**src/rtl/ae350_reset_sequencer.sv**
```systemverilog
// Reset sequencer in front of the AE350 SoC and its DDR3 controller: releases
// DDR3, POR and HW resets in order, with init-timeout retry, lock-loss recovery and warm reset.
module ae350_reset_sequencer #(
  parameter int LOCK_CYCLES  = 1024,
  parameter int POR_CYCLES   = 256,
  parameter int HW_CYCLES    = 64,
  parameter int INIT_TIMEOUT = 1048576,
  parameter int MAX_RETRY    = 3,
  parameter int CNT_W        = 24
) (
  input  logic       clk,
  input  logic       rstn,
  input  logic       pll_lock_i,
  input  logic       ddr3_init_i,
  input  logic       sw_rst_i,
  output logic       ddr3_rstn_o,
  output logic       por_rstn_o,
  output logic       hw_rstn_o,
  output logic       ready_o,
  output logic       fault_o,
  output logic [2:0] state_o
);

  localparam int RETRY_RAW = $clog2(MAX_RETRY + 1);
  localparam int RETRY_W   = (RETRY_RAW < 2) ? 2 : ((RETRY_RAW > 8) ? 8 : RETRY_RAW);

  localparam logic [CNT_W-1:0]   LOCK_LAST = CNT_W'(LOCK_CYCLES - 1);
  localparam logic [CNT_W-1:0]   POR_LAST  = CNT_W'(POR_CYCLES - 1);
  localparam logic [CNT_W-1:0]   HW_LAST   = CNT_W'(HW_CYCLES - 1);
  localparam logic [CNT_W-1:0]   TO_LAST   = CNT_W'(INIT_TIMEOUT - 1);
  localparam logic [RETRY_W-1:0] RETRY_MAX = RETRY_W'(MAX_RETRY);

  typedef enum logic [2:0] {
    ST_RESET     = 3'd0,
    ST_LOCK_WAIT = 3'd1,
    ST_DDR_INIT  = 3'd2,
    ST_POR_HOLD  = 3'd3,
    ST_HW_HOLD   = 3'd4,
    ST_RUN       = 3'd5,
    ST_SW_RST    = 3'd6,
    ST_FAULT     = 3'd7
  } state_t;

  logic [1:0] lock_sync, init_sync, sw_sync;
  logic       sw_d;
  logic       lock_s, init_s, sw_s, sw_rise;

  state_t             state, state_nxt;
  logic [CNT_W-1:0]   cnt, cnt_nxt;
  logic [RETRY_W-1:0] retry, retry_nxt;

  assign lock_s  = lock_sync[1];
  assign init_s  = init_sync[1];
  assign sw_s    = sw_sync[1];
  assign sw_rise = sw_s & ~sw_d;
  assign state_o = state;

  // {ddr3_rstn, por_rstn, hw_rstn, ready, fault} for a given state
  function automatic logic [4:0] decode_outs(input state_t st);
    case (st)
      ST_DDR_INIT, ST_POR_HOLD: decode_outs = 5'b10000;
      ST_HW_HOLD, ST_SW_RST:    decode_outs = 5'b11000;
      ST_RUN:                   decode_outs = 5'b11110;
      ST_FAULT:                 decode_outs = 5'b00001;
      default:                  decode_outs = 5'b00000;
    endcase
  endfunction

  always_comb begin
    state_nxt = state;
    cnt_nxt   = cnt;
    retry_nxt = retry;
    case (state)
      ST_RESET: state_nxt = ST_LOCK_WAIT;
      ST_LOCK_WAIT: begin
        if (!lock_s)                cnt_nxt   = '0;
        else if (cnt == LOCK_LAST)  state_nxt = ST_DDR_INIT;
        else                        cnt_nxt   = cnt + 1'b1;
      end
      ST_DDR_INIT: begin
        if (!lock_s)               state_nxt = ST_RESET;
        else if (init_s)           state_nxt = ST_POR_HOLD;
        else if (cnt == TO_LAST) begin
          retry_nxt = retry + 1'b1;
          state_nxt = (retry_nxt >= RETRY_MAX) ? ST_FAULT : ST_RESET;
        end else                   cnt_nxt = cnt + 1'b1;
      end
      ST_POR_HOLD: begin
        if (!lock_s || !init_s)    state_nxt = ST_RESET;
        else if (cnt == POR_LAST)  state_nxt = ST_HW_HOLD;
        else                       cnt_nxt   = cnt + 1'b1;
      end
      ST_HW_HOLD: begin
        if (!lock_s || !init_s)    state_nxt = ST_RESET;
        else if (cnt == HW_LAST)   state_nxt = ST_RUN;
        else                       cnt_nxt   = cnt + 1'b1;
      end
      ST_RUN: begin
        if (!lock_s || !init_s)    state_nxt = ST_RESET;
        else if (sw_rise)          state_nxt = ST_SW_RST;
      end
      ST_SW_RST: begin
        // sw_rise is deliberately ignored here so one request gives one pulse
        if (!lock_s || !init_s)    state_nxt = ST_RESET;
        else if (cnt == HW_LAST)   state_nxt = ST_RUN;
        else                       cnt_nxt   = cnt + 1'b1;
      end
      ST_FAULT: state_nxt = ST_FAULT;
      default:  state_nxt = ST_RESET;
    endcase
    if (state_nxt != state) cnt_nxt = '0;
    if (state_nxt == ST_RUN && state != ST_RUN) retry_nxt = '0;
  end

  always_ff @(posedge clk or negedge rstn) begin
    if (!rstn) begin
      lock_sync   <= '0;
      init_sync   <= '0;
      sw_sync     <= '0;
      sw_d        <= 1'b0;
      state       <= ST_RESET;
      cnt         <= '0;
      retry       <= '0;
      ddr3_rstn_o <= 1'b0;
      por_rstn_o  <= 1'b0;
      hw_rstn_o   <= 1'b0;
      ready_o     <= 1'b0;
      fault_o     <= 1'b0;
    end else begin
      lock_sync <= {lock_sync[0], pll_lock_i};
      init_sync <= {init_sync[0], ddr3_init_i};
      sw_sync   <= {sw_sync[0], sw_rst_i};
      sw_d      <= sw_s;
      state     <= state_nxt;
      cnt       <= cnt_nxt;
      retry     <= retry_nxt;
      // outputs follow the next state so they move on the same edge as state_o
      {ddr3_rstn_o, por_rstn_o, hw_rstn_o, ready_o, fault_o} <= decode_outs(state_nxt);
    end
  end

endmodule
```
**config.mk**
```make
export PLATFORM = sky130hd
export DESIGN_NAME = ae350_reset_sequencer
export DESIGN_NICKNAME = d
export VERILOG_FILES = /design/src/rtl/ae350_reset_sequencer.sv
export SDC_FILE = /design/constraint.sdc
export NUM_CORES = 1
export LEC_CHECK = 0
export CORE_AREA = 2 2 98 53
export CTS_BUF_LIST = sky130_fd_sc_hd__clkbuf_8
export CTS_CLUSTER_DIAMETER = 30
export DETAILED_ROUTE_END_ITERATION = 10
export DIE_AREA = 0 0 100 55
export PLACE_DENSITY = 0.72
export SLEW_MARGIN = 40
export SYNTH_ARGS = -nofsm -noshare
export SYNTH_HDL_FRONTEND = slang
export SYNTH_SLANG_ARGS = --single-unit
```
**constraint.sdc**
```tcl
create_clock -name clk -period 3 [get_ports clk]
set_input_delay 0.9 -clock clk [delete_from_list [all_inputs] [get_ports clk]]
set_output_delay 0.9 -clock clk [all_outputs]
set_load 0.05 [all_outputs]
```
After elaboration in Yosys (flattened, before gate mapping). Cells that the tools add are included.

Register bits: 41. Bits of input ports: 5. Logic and storage cells: 89.

$add $sub $neg: 2. Order comparisons: 1. Eq/ne operators: 28. Multiplexer cells: 30. Bitwise logic cells: 2. Reductions and logical operators: 14.

Operators by type and width (count): 24-bit two-way mux (10); 24-bit one-hot mux with 4 select lines (1); 3-bit two-way mux (12); 24-bit by 1-bit adder with 24-bit output, second input constant (1); 24-bit by 10-bit == test with 1-bit output, second input constant (1); 24-bit by 20-bit == test with 1-bit output, second input constant (1); 24-bit by 6-bit == test with 1-bit output, second input constant (1); 24-bit by 8-bit == test with 1-bit output, second input constant (1); 3-bit == test, second input constant (8); 3-bit one-hot mux with 7 select lines (1); 5-bit one-hot mux with 4 select lines (1); 3-bit != test, second input constant (6); 3-bit by 2-bit == test with 1-bit output, second input constant (4); 2-bit two-way mux (5); 9-bit AND reduction (1); 3-bit by 2-bit != test with 1-bit output, second input constant (2); 2-bit nonzero test (3); 2-bit OR reduction (3); 5-bit nonzero test (1); 4-bit != test, second input constant (1); 4-bit AND reduction (1); 3-bit by 1-bit == test with 1-bit output, second input constant (1); 3-bit zero test (1); 3-bit != test (1); other kinds (8) (9).

Logic depth before layout (Yosys ltp).
Depth after elaboration: 11. Gate-level depth with buffers: 10.

Worst setup path before layout. Ideal clock, no wire load.

Path kind: register to register. Start: register cnt[14]. End: register cnt[16]. Library setup time: 156 ps. Arrival: 2831 ps. Required time: 2844 ps. Slack: 13 ps. Cell stages (with the launch flop): 10. Buffers on the path: 2. Clock period less this slack: 2987 ps. Cells stage by stage: dfrtp_1 -> or4_1 -> or4_1 -> buf_2 -> o31a_1 -> a31o_1 -> or4b_4 -> o2111ai_2 -> buf_6 -> nor3_1.

Word-level cells in the longest chain between the ends: 8. Elaborated cells between the ends (all ways): 37. Classes of those cells: add/sub: 1; eq/ne: 13; mux: 21; reduce/logical: 2.

Ends and longest elaborated chain: start, declared (RTL line 49) `logic [CNT_W-1:0] cnt, cnt_nxt;`; start signal, assigned (RTL line 135) `cnt <= cnt_nxt;`; 24-bit by 20-bit == test with 1-bit output (RTL line 83) `else if (cnt == TO_LAST) begin`; 3-bit two-way mux (RTL line 83); 3-bit two-way mux (RTL line 82) `else if (init_s) state_nxt = ST_POR_HOLD;`; 3-bit two-way mux (RTL line 81) `if (!lock_s) state_nxt = ST_RESET;`; 3-bit one-hot mux with 7 select lines (RTL line 73) `case (state)`; 3-bit != test (RTL line 111) `if (state_nxt != state) cnt_nxt = '0;`; 4-bit != test (no line), or another cell as far along; 9-bit AND reduction (no line).

Parallel ways exist; a longest one is shown, timed or not. The select of a mux whose other input is x is not followed. A chain may end at the register's enable or synchronous reset.

Worst setup path in the final report.
Start: register cnt[15]. End: register cnt[11].

Same word-level chain as after synthesis.

==> metrics <==
metal3 WL 774 um; status completed; Min Hold Slack 0.349 ns; # fillers 422; CP Launch Type flop; Mapped Cells 262; WL met1 3400 um; Final GP Congestion 0.947; commonest non-fill, non-tap cell in the layout dfrtp_1; switching part of the total 22.5%; antenna cell count 0; initial antenna violation count 0; dpl cell area 0.00267 mm2; multi-input logic area 0.00130 mm2; asr flop ratio synth 100%; final period utilization 99.3%; layout cells sized above 1 20.1%; clock transition at the registers of the reported paths 0.07 ns; max-cap check violation count 0; Detail Placement HPWL 4710 um; R2R Setup Slk 0.02 ns; Post-DRT Antenna Nets 0; die boundary height 55 um; CTS HTree Levels 2; R2R depth 8; Tmin final 2.98 ns; most frequent cells in the layout dfrtp_1 (40), buf_4 (29), nor3_1 (25); Starting Density 49.7%; final setup TNS 0 ns; RSZ-0062 raised after global routing true; Crit Reg-Reg Endpoint cnt[11]; final WL 6710 um; clock share of power 37.6%; WL met2 2490 um; Root Driver clkbuf_8; Max FO, Critical Path 6; most used cell, CP or4_4; fmax 336 MHz; DR top layer met4; Rel. slew slack 60.3%; sequential fraction of the synthesis area 43.0%; number of synthesized flops with an enable pin 0; global route total overflow 0; wire per inst 18.7 um; Storage cell area 0.00100 mm2; Global Route Usage Sum 25.3%; Lkg Pwr 1.22 nW; worst vdd rail ir drop 0.000259 V; endpoints failing setup 0; critical path's largest stage delay 0.53 ns; Worst EP required 3.16 ns; CTS tree built; DIE AREA 0.00550 mm2; non-filler cells, final 359; post-route cell area 0.00290 mm2; vias per inst 6.12; switching component of the power 0.000217 W; Max clock buf depth 2; Synth-to-Final Area Change 24.3%; Crit-path slowest cell or4_4; combinational share of power 5.1%; Worst Max-Slew Pin Slew 0.592 ns; Sink Count 40; FP Rows 18; maximum number of pins on one net before global-route repair 41; final hold vios 0; Pint 0.000747 W; r2r startpoint cnt[15]; IO Count 13; clk_lat worst skew 0.29 ns; Hold Crit Class reg2reg; share of power burned in registers 57.2%; critical path type reg2reg; Final Skew 0.00754 ns; count of cell types in the netlist 46; synthesized area 0.00233 mm2; detailed-route via count 2196; Synth Flop Type dfrtp_1; crit-path cells or4_4 -> or4_4 -> o31a_1 -> a31o_1 -> or4b_4 -> o2111ai_4 -> clkbuf_16 -> a221oi_1; Final Max Tran Viols 0; Worst Path Arrival 3.14 ns; Placed Instances 346; DRC 0; Worst Hold Launch lock_sync[0]; vias in the first global route 1832; CTS buffer count 5; Hold EP lock_sync[1]; post-synthesis net count 269; crit end category flop; Avg Cell Area, Syn 8.89 um2; first-pass GRT wire length 10100 um; DR iter-0 viols 265; fin nets 305; CORE AREA 0.00468 mm2; first drt pass iteration count 6; flops & latches, synth 40; port bufs 12; Synth Warn # 0; Die Span X 100 um; pwr dens 333 mW/mm2; hold depth 0
==> per-stage QoR <==
step	util (%)	setup WS [ns]	total power, W
global placement	56.9	0.0933	0.000608
detailed placement	56.9	0.0529	0.000610
floorplan	-	0.0133	0.000581
global route	61.8	-0.0282	0.00101
finish	61.8	0.0207	0.000964
CTS	58.8	0.0296	0.000969
==> power by group through the flow <==
stage          clock network (W)  registers, W   logic, W
6_report                0.000363      0.000552  0.0000496
5_1_grt                 0.000401      0.000553  0.0000556
4_1_cts                 0.000370      0.000552  0.0000474
3_5_place_dp                   0      0.000562  0.0000474
3_3_place_gp                   0      0.000562  0.0000464
2_1_floorplan                  0      0.000562  0.0000188
==> critical path, delay by kind of cell, from the launching register on <==
kind                   cells  cell delay, ns
and+or+nand+nor            3            1.49
AOI/OAI and AO/OA          4            0.73
DFF                        1            0.38
buffers and inverters      1            0.24
==> per-layer routing <==
layer	up-vias	track usage, %
met3	5	9.05
met2	102	30.4
li1	1039	-
met4	0	5.71
met5	-	0
met1	1050	40.7
==> synthesized netlist by cell type, types with 5 or more instances <==
| cell type | number | area, um2 |
|---|---|---|
| nand3_1 | 8 | 40.0 |
| o21ai_0 | 20 | 100 |
| nor3_1 | 26 | 130 |
| nor2_1 | 22 | 82.6 |
| and4_1 | 5 | 43.8 |
| o211ai_1 | 5 | 37.5 |
| nand4_1 | 5 | 31.3 |
| dfrtp_1 | 40 | 1000 |
| inv_1 | 6 | 22.5 |
| and3_1 | 6 | 37.5 |
| nand2_1 | 15 | 56.3 |
| xor2_1 | 15 | 131 |
| a21oi_1 | 10 | 50.1 |
| o22ai_1 | 5 | 31.3 |
| nor2b_1 | 7 | 43.8 |
| clkbuf_1 | 11 | 41.3 |
==> area by class of cell <==
type                            instances  area share, %
Multi-Input combinational cell        201           44.8
Inverter                                6          0.778
Clock buffer                            6           2.85
Sequential cell                        40           34.6
Clock inverter                          2          0.259
Tap cell                               60           2.59
Timing Repair Buffer                   44           14.1
==> registers in the layout, summed over array words and instances (netlist names) <==
| name | flops |
|---|---|
| sw_d | 1 |
| init_sync | 2 |
| cnt | 24 |
| fault_o | 1 |
| por_rstn_o | 1 |
| state_o | 3 |
| lock_sync | 2 |
| sw_sync | 2 |
| hw_rstn_o | 1 |
| retry | 2 |
| ddr3_rstn_o | 1 |
==> worst max path at each step <==
stage / startpoint / to / slack, ns / depth (start not counted)
2_1_floorplan: cnt[14] / cnt[16] / 0.01 / 9
3_3_place_gp: cnt[15] / cnt[11] / 0.09 / 8
3_5_place_dp: cnt[15] / cnt[10] / 0.05 / 8
4_1_cts: cnt[15] / cnt[7] / 0.03 / 8
5_1_grt: cnt[15] / cnt[10] / -0.03 / 8
6_report: cnt[15] / cnt[11] / 0.02 / 8
==> logic make-up (layout without fill, tap and decap cells) <==
kind of cell	Yosys count	in the layout	share of synthesized area, %
compound gates	60	60	16.7
flops	40	40	43.0
buf+inv	21	58	4.24
fa+ha+maj	2	2	1.07
mux	1	1	0.483
xor+xnor	17	17	6.39
simple gates	121	121	28.1
==> timing repair <==
item                                    CTS  global route
setup buffers                             0             2
hold endpoints to repair                  0             0
hold buffers                              0             0
gates resized for setup                   0            13
endpoints found under the setup margin    0            25
No activity file was read; power rests on OpenSTA's default activity.
